--- src/rtl/core_node_pkg.sv ---
// ----------------------------------------------------------------------------
// core_node_pkg
// Shared definitions for the node position store.
//   - Field offsets of the four words that make up one node entry in the
//     flattened store bus (x, y, previous x, previous y).
//   - State encoding of the result writer FSM.
// ----------------------------------------------------------------------------
package core_node_pkg;

   localparam int FLD_X           = 0;
   localparam int FLD_Y           = 1;
   localparam int FLD_PRE_X       = 2;
   localparam int FLD_PRE_Y       = 3;
   localparam int FIELDS_PER_NODE = 4;

   typedef enum logic [1:0] {
      IDLE   = 2'd0,
      DECODE = 2'd1,
      WRITE  = 2'd2
   } wr_state_t;

endpackage : core_node_pkg

--- src/rtl/core_node_index_encoder.sv ---
// ----------------------------------------------------------------------------
// core_node_index_encoder
// Combinational priority encoder for the node selector.
//   sel        in   node_contains  low selector bits, one bit per node
//   index      out  IDX_W          position of the lowest set bit (0 if none)
//   any_set    out  1              at least one bit of sel is set
//   onehot_ok  out  1              exactly one bit of sel is set
// ----------------------------------------------------------------------------
module core_node_index_encoder #(
   parameter int node_contains = 5,
   localparam int IDX_W = (node_contains > 1) ? $clog2(node_contains) : 1
) (
   input  logic [node_contains-1:0] sel,
   output logic [IDX_W-1:0]         index,
   output logic                     any_set,
   output logic                     onehot_ok
);

   // Scan from the top down so the lowest set bit is the last one assigned.
   // NOTE: index gets a default before the loop so no path leaves it
   // unassigned; otherwise a latch is inferred.
   always_comb begin
      index = '0;
      for (int i = node_contains - 1; i >= 0; i--) begin
         if (sel[i]) begin
            index = IDX_W'(i);
         end
      end
   end

   assign any_set   = |sel;
   // Clearing the lowest set bit leaves zero only when a single bit was set.
   assign onehot_ok = any_set && ((sel & (sel - node_contains'(1))) == '0);

endmodule : core_node_index_encoder

--- src/rtl/core_alu_result_writer.sv ---
// ----------------------------------------------------------------------------
// core_alu_result_writer
// Owns the node position store and writes ALU results back into it. One
// result is accepted per handshake; the selected node's current position is
// shifted into its previous-position fields and replaced by the new one
// (or, on an initial load, all four words take the new value).
//
//   clk          in   1                         system clock, rising edge
//   rst_n        in   1                         async active-low reset
//   wr_valid     in   1                         result present
//   wr_ready     out  1                         can accept (IDLE only)
//   v_selector   in   width                     one-hot node select
//   new_x        in   width                     new x position
//   new_y        in   width                     new y position
//   init_en      in   1                         initial load of history fields
//   ram_flatted  out  width*4*node_contains     store, node i word k at
//                                               [(i*4+k)*width +: width]
//   wr_done      out  1                         one-cycle completion pulse
//   wr_error     out  1                         qualifies wr_done: rejected
//   busy         out  1                         state != IDLE
//
// Configuration macro CORE_WB_ONEHOT_CHECK_EN:
//   defined   - selectors with zero or several low bits set are rejected
//               (no write, wr_error with wr_done).
//   undefined - lowest set bit wins, zero selector writes nothing,
//               wr_error is tied low.
// ----------------------------------------------------------------------------
module core_alu_result_writer
   import core_node_pkg::*;
#(
   parameter int width         = 32,
   parameter int node_contains = 5
) (
   input  logic                                       clk,
   input  logic                                       rst_n,
   input  logic                                       wr_valid,
   output logic                                       wr_ready,
   input  logic [width-1:0]                           v_selector,
   input  logic [width-1:0]                           new_x,
   input  logic [width-1:0]                           new_y,
   input  logic                                       init_en,
   output logic [width*FIELDS_PER_NODE*node_contains-1:0] ram_flatted,
   output logic                                       wr_done,
   output logic                                       wr_error,
   output logic                                       busy
);

   localparam int IDX_W = (node_contains > 1) ? $clog2(node_contains) : 1;

   wr_state_t state_q, state_d;
   logic      accept;

   // Holding registers, stable from accept until the return to IDLE.
   logic [node_contains-1:0] sel_q;
   logic [width-1:0]         x_q, y_q;
   logic                     init_q;

   // Decoded target, registered in DECODE.
   logic [IDX_W-1:0]         idx_q;
   logic                     valid_q;

   logic [IDX_W-1:0]         enc_index;
   logic                     enc_any_set;
   logic                     enc_onehot_ok;
   logic                     target_valid;

   logic [width-1:0] store_q [node_contains][FIELDS_PER_NODE];

   // -------------------------------------------------------------------------
   // FSM
   // -------------------------------------------------------------------------
   // NOTE: sequential state uses non-blocking assignments so every register
   // samples the pre-edge values regardless of process ordering.
   always_ff @(posedge clk or negedge rst_n) begin
      if (!rst_n) begin
         state_q <= IDLE;
      end else begin
         state_q <= state_d;
      end
   end

   // wr_ready/busy depend on the state register only; wr_valid only steers
   // the next state.
   always_comb begin
      state_d  = state_q;
      wr_ready = 1'b0;
      busy     = 1'b1;
      accept   = 1'b0;
      case (state_q)
         IDLE: begin
            wr_ready = 1'b1;
            busy     = 1'b0;
            accept   = wr_valid;
            if (wr_valid) begin
               state_d = DECODE;
            end
         end
         DECODE:  state_d = WRITE;
         WRITE:   state_d = IDLE;
         default: state_d = IDLE;
      endcase
   end

   // -------------------------------------------------------------------------
   // Index decode
   // -------------------------------------------------------------------------
   core_node_index_encoder #(
      .node_contains (node_contains)
   ) u_index_encoder (
      .sel       (sel_q),
      .index     (enc_index),
      .any_set   (enc_any_set),
      .onehot_ok (enc_onehot_ok)
   );

`ifdef CORE_WB_ONEHOT_CHECK_EN
   assign target_valid = enc_any_set & enc_onehot_ok;
`else
   assign target_valid = enc_any_set;
   logic unused_onehot_ok;
   assign unused_onehot_ok = enc_onehot_ok;
`endif

   // Selector bits above the node count carry no meaning.
   if (width > node_contains) begin : g_sel_hi
      logic unused_sel_hi;
      assign unused_sel_hi = ^v_selector[width-1:node_contains];
   end

   // -------------------------------------------------------------------------
   // Holding and decode registers
   // -------------------------------------------------------------------------
   always_ff @(posedge clk or negedge rst_n) begin
      if (!rst_n) begin
         sel_q   <= '0;
         x_q     <= '0;
         y_q     <= '0;
         init_q  <= 1'b0;
         idx_q   <= '0;
         valid_q <= 1'b0;
      end else begin
         if (accept) begin
            sel_q  <= v_selector[node_contains-1:0];
            x_q    <= new_x;
            y_q    <= new_y;
            init_q <= init_en;
         end
         if (state_q == DECODE) begin
            idx_q   <= enc_index;
            valid_q <= target_valid;
         end
      end
   end

   // -------------------------------------------------------------------------
   // Node store
   // -------------------------------------------------------------------------
   // NOTE: the store is flop-based and architecturally visible, and it must
   // read all-zero after reset, so every word is cleared here rather than
   // left to power-up contents.
   always_ff @(posedge clk or negedge rst_n) begin
      if (!rst_n) begin
         for (int n = 0; n < node_contains; n++) begin
            for (int k = 0; k < FIELDS_PER_NODE; k++) begin
               store_q[n][k] <= '0;
            end
         end
      end else if (state_q == WRITE && valid_q) begin
         for (int n = 0; n < node_contains; n++) begin
            if (idx_q == IDX_W'(n)) begin
               store_q[n][FLD_X] <= x_q;
               store_q[n][FLD_Y] <= y_q;
               if (init_q) begin
                  store_q[n][FLD_PRE_X] <= x_q;
                  store_q[n][FLD_PRE_Y] <= y_q;
               end else begin
                  store_q[n][FLD_PRE_X] <= store_q[n][FLD_X];
                  store_q[n][FLD_PRE_Y] <= store_q[n][FLD_Y];
               end
            end
         end
      end
   end

   for (genvar n = 0; n < node_contains; n++) begin : g_node
      for (genvar k = 0; k < FIELDS_PER_NODE; k++) begin : g_fld
         assign ram_flatted[(n*FIELDS_PER_NODE+k)*width +: width] = store_q[n][k];
      end
   end

   // -------------------------------------------------------------------------
   // Completion status
   // -------------------------------------------------------------------------
   always_ff @(posedge clk or negedge rst_n) begin
      if (!rst_n) begin
         wr_done <= 1'b0;
      end else begin
         wr_done <= (state_q == WRITE);
      end
   end

`ifdef CORE_WB_ONEHOT_CHECK_EN
   always_ff @(posedge clk or negedge rst_n) begin
      if (!rst_n) begin
         wr_error <= 1'b0;
      end else begin
         wr_error <= (state_q == WRITE) && !valid_q;
      end
   end
`else
   assign wr_error = 1'b0;
`endif

endmodule : core_alu_result_writer

--- config.mk ---
export PLATFORM = sky130hd
export DESIGN_NAME = core_alu_result_writer
export DESIGN_NICKNAME = d
export VERILOG_FILES = /design/src/rtl/core_node_pkg.sv /design/src/rtl/core_node_index_encoder.sv /design/src/rtl/core_alu_result_writer.sv
export SDC_FILE = /design/constraint.sdc
export NUM_CORES = 1
export LEC_CHECK = 0
export BUFFER_PORTS_ARGS = -buffer_cell sky130_fd_sc_hd__buf_2
export CORE_AREA = 2 2 291 293
export CTS_BUF_LIST = sky130_fd_sc_hd__clkbuf_8
export CTS_CLUSTER_SIZE = 20
export DETAILED_ROUTE_END_ITERATION = 8
export DIE_AREA = 0 0 293 295
export GPL_TIMING_DRIVEN = 0
export HOLD_SLACK_MARGIN = 0.03
export PLACE_DENSITY = 0.54
export SYNTH_ARGS = -nofsm -noshare
export SYNTH_HDL_FRONTEND = slang
export SYNTH_SLANG_ARGS = --single-unit
--- constraint.sdc ---
create_clock -name clk -period 2.39 [get_ports clk]
set_clock_uncertainty 0.05 [all_clocks]
set_input_delay 0.478 -clock clk [delete_from_list [all_inputs] [get_ports clk]]
set_output_delay 0.478 -clock clk [all_outputs]
set_load 0.05 [all_outputs]
=== Yosys cells after proc, flatten, opt, wreduce, memory -nomap -nowiden ===
Cells that the tools add are included.

* Register bits after elaboration: 717
* Latch bits: 0
* Memory bits (writable): 0
* Memory bits (read-only): 0
* Bits of input ports: 100
* Logic and storage cells: 59
* Memories: 0

* $add $sub $neg: 0
* Multiply operators: 0
* Divide/modulo/power cells: 0
* $lt $le $gt $ge: 0
* Equality and inequality tests: 7
* Shift operators: 0
* Mux-type cells: 15
* Bitwise operators: 0
* Reduce and logical (&&, ||, !) cells: 9

{| class="wikitable"
|+ Operators with widths
! kind !! number
|-
| $mux 64 || 5
|-
| $mux 3 || 5
|-
| $reduce_and 2->1 || 5
|-
| $eq 3x2->1 const B || 2
|-
| $reduce_or 5->1 || 1
|-
| $pmux 2 s2 || 1
|-
| $eq 3x1->1 const B || 1
|-
| $eq 3x3->1 const B || 1
|-
| $logic_not 3->1 || 1
|-
| $mux 1 || 3
|-
| $eq 2x1->1 const B || 1
|-
| $eq 2x2->1 const B || 1
|-
| $logic_not 2->1 || 1
|-
| $mux 2 || 1
|-
| $ne 2x2->1 const B || 1
|-
| $logic_and 1x1->1 || 1
|}

=== Depth between registers and ports, before layout ===
* Depth in word-level cells: 5
* Mapped depth: 7

=== Cells and area by module ===
From an unflattened synthesis, not the netlist that was laid out.

* Cell total of the unflattened synthesis: 2286
* Area total of the unflattened synthesis: 30146.4 µm²

{| class="wikitable"
|+ Modules (own cells, without submodules)
! module !! times used !! cells an instance !! area an instance (µm²)
|-
| core_alu_result_writer || 1 || 2271 || 30061.3
|-
| core_node_index_encoder || 1 || 15 || 85.1
|}

=== Worst setup path after synthesis ===
OpenSTA, ideal clock, no wires.

* Path kind: flip-flop to flip-flop
* From: register state_q[0]
* To: register x_q[10]
* Library setup time: 0.125 ns
* Arrival: 1.910 ns
* Data required time: 2.215 ns
* Slack: 0.305 ns
* Stages on the path, launching flop included: 7
* Path buffers: 2
* Period minus slack after synthesis: 2.085 ns
* Cells stage by stage: dfrtp_1 > or2_1 > inv_2 > and2_1 > buf_2 > buf_4 > mux2_2

* Word-level cells in the longest chain between the ends: 2

{| class="wikitable"
|+ Ends and longest elaborated chain
! item !! RTL line !! RTL
|-
| start, declared || core_alu_result_writer.sv:50 || <nowiki>wr_state_t state_q, state_d;</nowiki>
|-
| start signal, assigned || core_alu_result_writer.sv:78 || <nowiki>state_q <= state_d;</nowiki>
|-
| $logic_not 2->1 || core_alu_result_writer.sv:89 || <nowiki>case (state_q)</nowiki>
|-
| $mux 1 || core_alu_result_writer.sv:89 ||
|-
| end signal, assigned || core_alu_result_writer.sv:144 || <nowiki>x_q <= new_x;</nowiki>
|-
| end, declared || core_alu_result_writer.sv:55 || <nowiki>logic [width-1:0] x_q, y_q;</nowiki>
|}

Every way passes these cells.
A chain may end at the register's enable or synchronous reset.

=== Worst setup path in the final report ===
* From: register init_q
* To: register store_q (netlist bit ram_flatted[373])

* Word-level cells in the longest chain between the ends: 1

{| class="wikitable"
|+ Ends and longest elaborated chain
! item !! RTL line !! RTL
|-
| start, declared || core_alu_result_writer.sv:56 || <nowiki>logic init_q;</nowiki>
|-
| start signal, assigned || core_alu_result_writer.sv:146 || <nowiki>init_q <= init_en;</nowiki>
|-
| $mux 64 || core_alu_result_writer.sv:173 || <nowiki>if (init_q) begin</nowiki>
|-
| end signal, assigned by index || core_alu_result_writer.sv:172 || <nowiki>store_q[n][FLD_Y] <= y_q;</nowiki>
|-
| end signal, assigned by index || core_alu_result_writer.sv:174 || <nowiki>store_q[n][FLD_PRE_X] <= x_q;</nowiki>
|-
| end signal, assigned by index || core_alu_result_writer.sv:175 || <nowiki>store_q[n][FLD_PRE_Y] <= y_q;</nowiki>
|-
| end, declared || core_alu_result_writer.sv:67 || <nowiki>logic [width-1:0] store_q [node_contains][FIELDS_PER_NODE];</nowiki>
|}

Every way passes these cells.

==> reports/results.ini <==
[timing]
final_hold_viol_count = 0
tightest_slew_ns = 0.9006
setup_viol = 0
min_period_ns = 2.372
fmax_mhz = 421.6
finalMaxSlewViolations = 0
period_share = 0.9925
relSlewSlack = 0.3996

[finish]
nets = 3306
multi_input_comb_area_um2 = 9985
area_delta_synth_final_pct = 28.20
finalNonFillerCells = 4379
drive_above_1_share = 0.5070
seq_area_um2 = 17940
fillers = 7801

[route]
wl_per_cell_um = 24.46
drt_iter0_markers = 1070
final_antenna_net_count = 0
dr.pass1.iters = 5
routed_wl_um = 107100
num_vias = 21530
drcViolationCount = 0
routed_via_density = 4.916

[floorplanning]
dieArea_um2 = 86440
core_area_um2 = 83160
initial_core_util = 0.3610
row_count = 106
die_x_um = 293
dieHeight_um = 295
pin_count = 744

[clocking]
htree_levels = 4
cts.path.max_buffers = 3
worstSkewPairLatency_ns = 0.78
cts_root_buf = clkbuf_8
clkSinkCount = 717
clk_pin_slew_ns = 0.06
numCtsBuffers = 133
post_cts_buffers = 0
cts_tree = yes

[critical_path]
startpoint_type = register
arrival_ns = 2.99
crit_required_ns = 3.01
cp_max_fo = 10
endpoint_kind = register
path_cells = buf_2 > buf_6 > clkbuf_1 > o21ai_0 > mux2_2
cpMaxStageDelayCell = clkbuf_1
critPathKind = reg -> reg
slowest_delay_ns = 0.61

[global_route]
grt-ovfl-total = 0
antenna_found_initial = 5
grt.total_usage = 0.2450
grt_pass1_vias = 22950
grt_pass1_wl_um = 155600
grt_max_degree = 125

[synthesis]
syn_avg_cell_area_um2 = 13.17
yosysTopAreaCell = dfrtp_1
seq_area_frac_synth = 0.5976
ys_seq_elements = 717
yosysTopAreaCellShare = 0.5976
syn-cell-area_um2 = 30020
syn_nets = 2379
synth_cell_types = 29
yosysWarnings = 0
synthTopCellsByArea = dfrtp_1 60%, mux2_2 25%, o21ai_0 5.3%
synthCells = 2279

[place]
hpwl_um = 77610
place_inst = 4080
port_buffers = 715
gp_congestion = 0.8697

[pwr]
p_leak_nw = 20.04
powerDensity_nw_per_um2 = 1633
power.total_w = 0.06284
ir_worst_vdd_mv = 1.215

[run_status]
status = complete, no violations

[hold_path]
worst_hold_path_type = in -> async

[flow_run]
maxCapViolations = 0

==> Yosys cell counts, drive strengths merged <==
library cell and number:
and4b 1, o41ai 1, and3 1, buf 88
nand2b 1, nor4b 1, nor2 2, clkbuf 34
nand4b 1, and2 1, o31ai 1, nand2 67
a21oi 2, o21ai 320, mux2 710, and4 1
a22o 1, dfrtp 717, nor3b 2, nor2b 1
or2 1, inv 324, conb 1
==> where the power goes <==
| part | leakage [nW] | switching [W] | internal [W] |
|---|---|---|---|
| combinational | 9.34 | 0.0229 | 0.00778 |
| clock | 1.46 | 0.00527 | 0.00629 |
| sequential | 9.24 | 0.00372 | 0.0168 |
| total | 20.0 | 0.0319 | 0.0309 |
==> worst max-delay path: cells and delay by family, from the launching register on <==
kind	cells	cell delay, ns
flip-flops	1	0.33
buffers and inverters	3	1.21
AO/OA/AOI/OAI	1	0.32
multiplexers	1	0.33
==> layout make-up <==
type / count / area share
inverters: 324 / 0.03160
clock buffers: 165 / 0.05900
repair buffers: 792 / 0.1164
clock inverters: 60 / 0.007964
plain buffers: 122 / 0.02419
flip-flops and latches: 717 / 0.4662
multi-input cells: 1116 / 0.2594
diodes: 3 / 0.0001950
well taps: 1080 / 0.03511
==> flip-flops by register name, indices dropped and copies added, names as in the netlist <==
name and cells:
idx_q 3, valid_q 1, state_q 2, ram_flatted 640, init_q 1, sel_q 5
wr_done 1, y_q 32, x_q 32
==> path summary, 6_finish.rpt <==
path                       depth (start not counted)          endpoint        startpoint  slack, ns
max reg2reg                                        5  ram_flatted[373]            init_q       0.02
min in group clk                                   4            x_q[8]          wr_valid       0.41
max                                                5  ram_flatted[373]            init_q       0.02
min                                                2  ram_flatted[123]             rst_n       0.25
max in group asynchronous                          4           x_q[27]             rst_n       0.35
min reg2reg                                        1  ram_flatted[363]  ram_flatted[363]       0.43
==> cells by family (layout without fill, tap and decap cells) <==
group	count (synthesis)	after routing	synth area share
other	1	4	0.0001249
and+or+nand+nor	80	80	0.01154
muxes	710	710	0.2663
AOI/OAI and AO/OA	325	325	0.05451
buffers and inverters	446	1463	0.06993
DFF	717	717	0.5976
==> layer usage <==
layer  wire length [um]  up-vias  track usage
li1                   -     9524            -
met1              41790    11040       0.2866
met2              52650      771       0.4145
met3               9188      188      0.08510
met4               3458        2      0.09318
met5                 13        -            0
==> metrics by stage <==
| stage | setup slack (ns) | hold slack, ns | setup TNS, ns | cell area [um2] | utilization |
|---|---|---|---|---|---|
| floorplan | 0.3048 | 0.1324 | 0 | 30020 | - |
| global placement | -14.24 | 0.4165 | - | 34950 | 0.4203 |
| global route | -0.0009508 | 0.2820 | -0.0009508 | 38490 | 0.4628 |
| CTS | 0.0001725 | 0.3092 | 0 | 38460 | 0.4625 |
| finish | 0.01803 | 0.2508 | 0 | 38490 | 0.4629 |
| detailed placement | -0.6172 | 0.4239 | -118.65 | 35130 | 0.4224 |
==> placed cells by master (no fill, tap or decap), types with 2 or more instances in the layout <==
cell and count:
mux2_1 55, mux2_2 655, diode_2 3, dlygate4sd3_1 71, nand2_1 67, clkinvlp_4 7, buf_2 732, buf_4 22
nor2_1 2, inv_1 363, a21oi_1 2, buf_6 45, clkbuf_8 165, inv_6 2, o21ai_0 320, clkbuf_1 15
clkbuf_2 20, clkinv_2 9, dfrtp_1 717, buf_16 6
==> timing repair <==
item                                   in CTS  in global routing
gates resized for setup                    24                 15
hold buffers                               71                  0
cloned                                      0                  0
endpoints found under the hold margin     186                  0
setup endpoints to repair                 360                117
No activity file was read; power rests on OpenSTA's default activity.
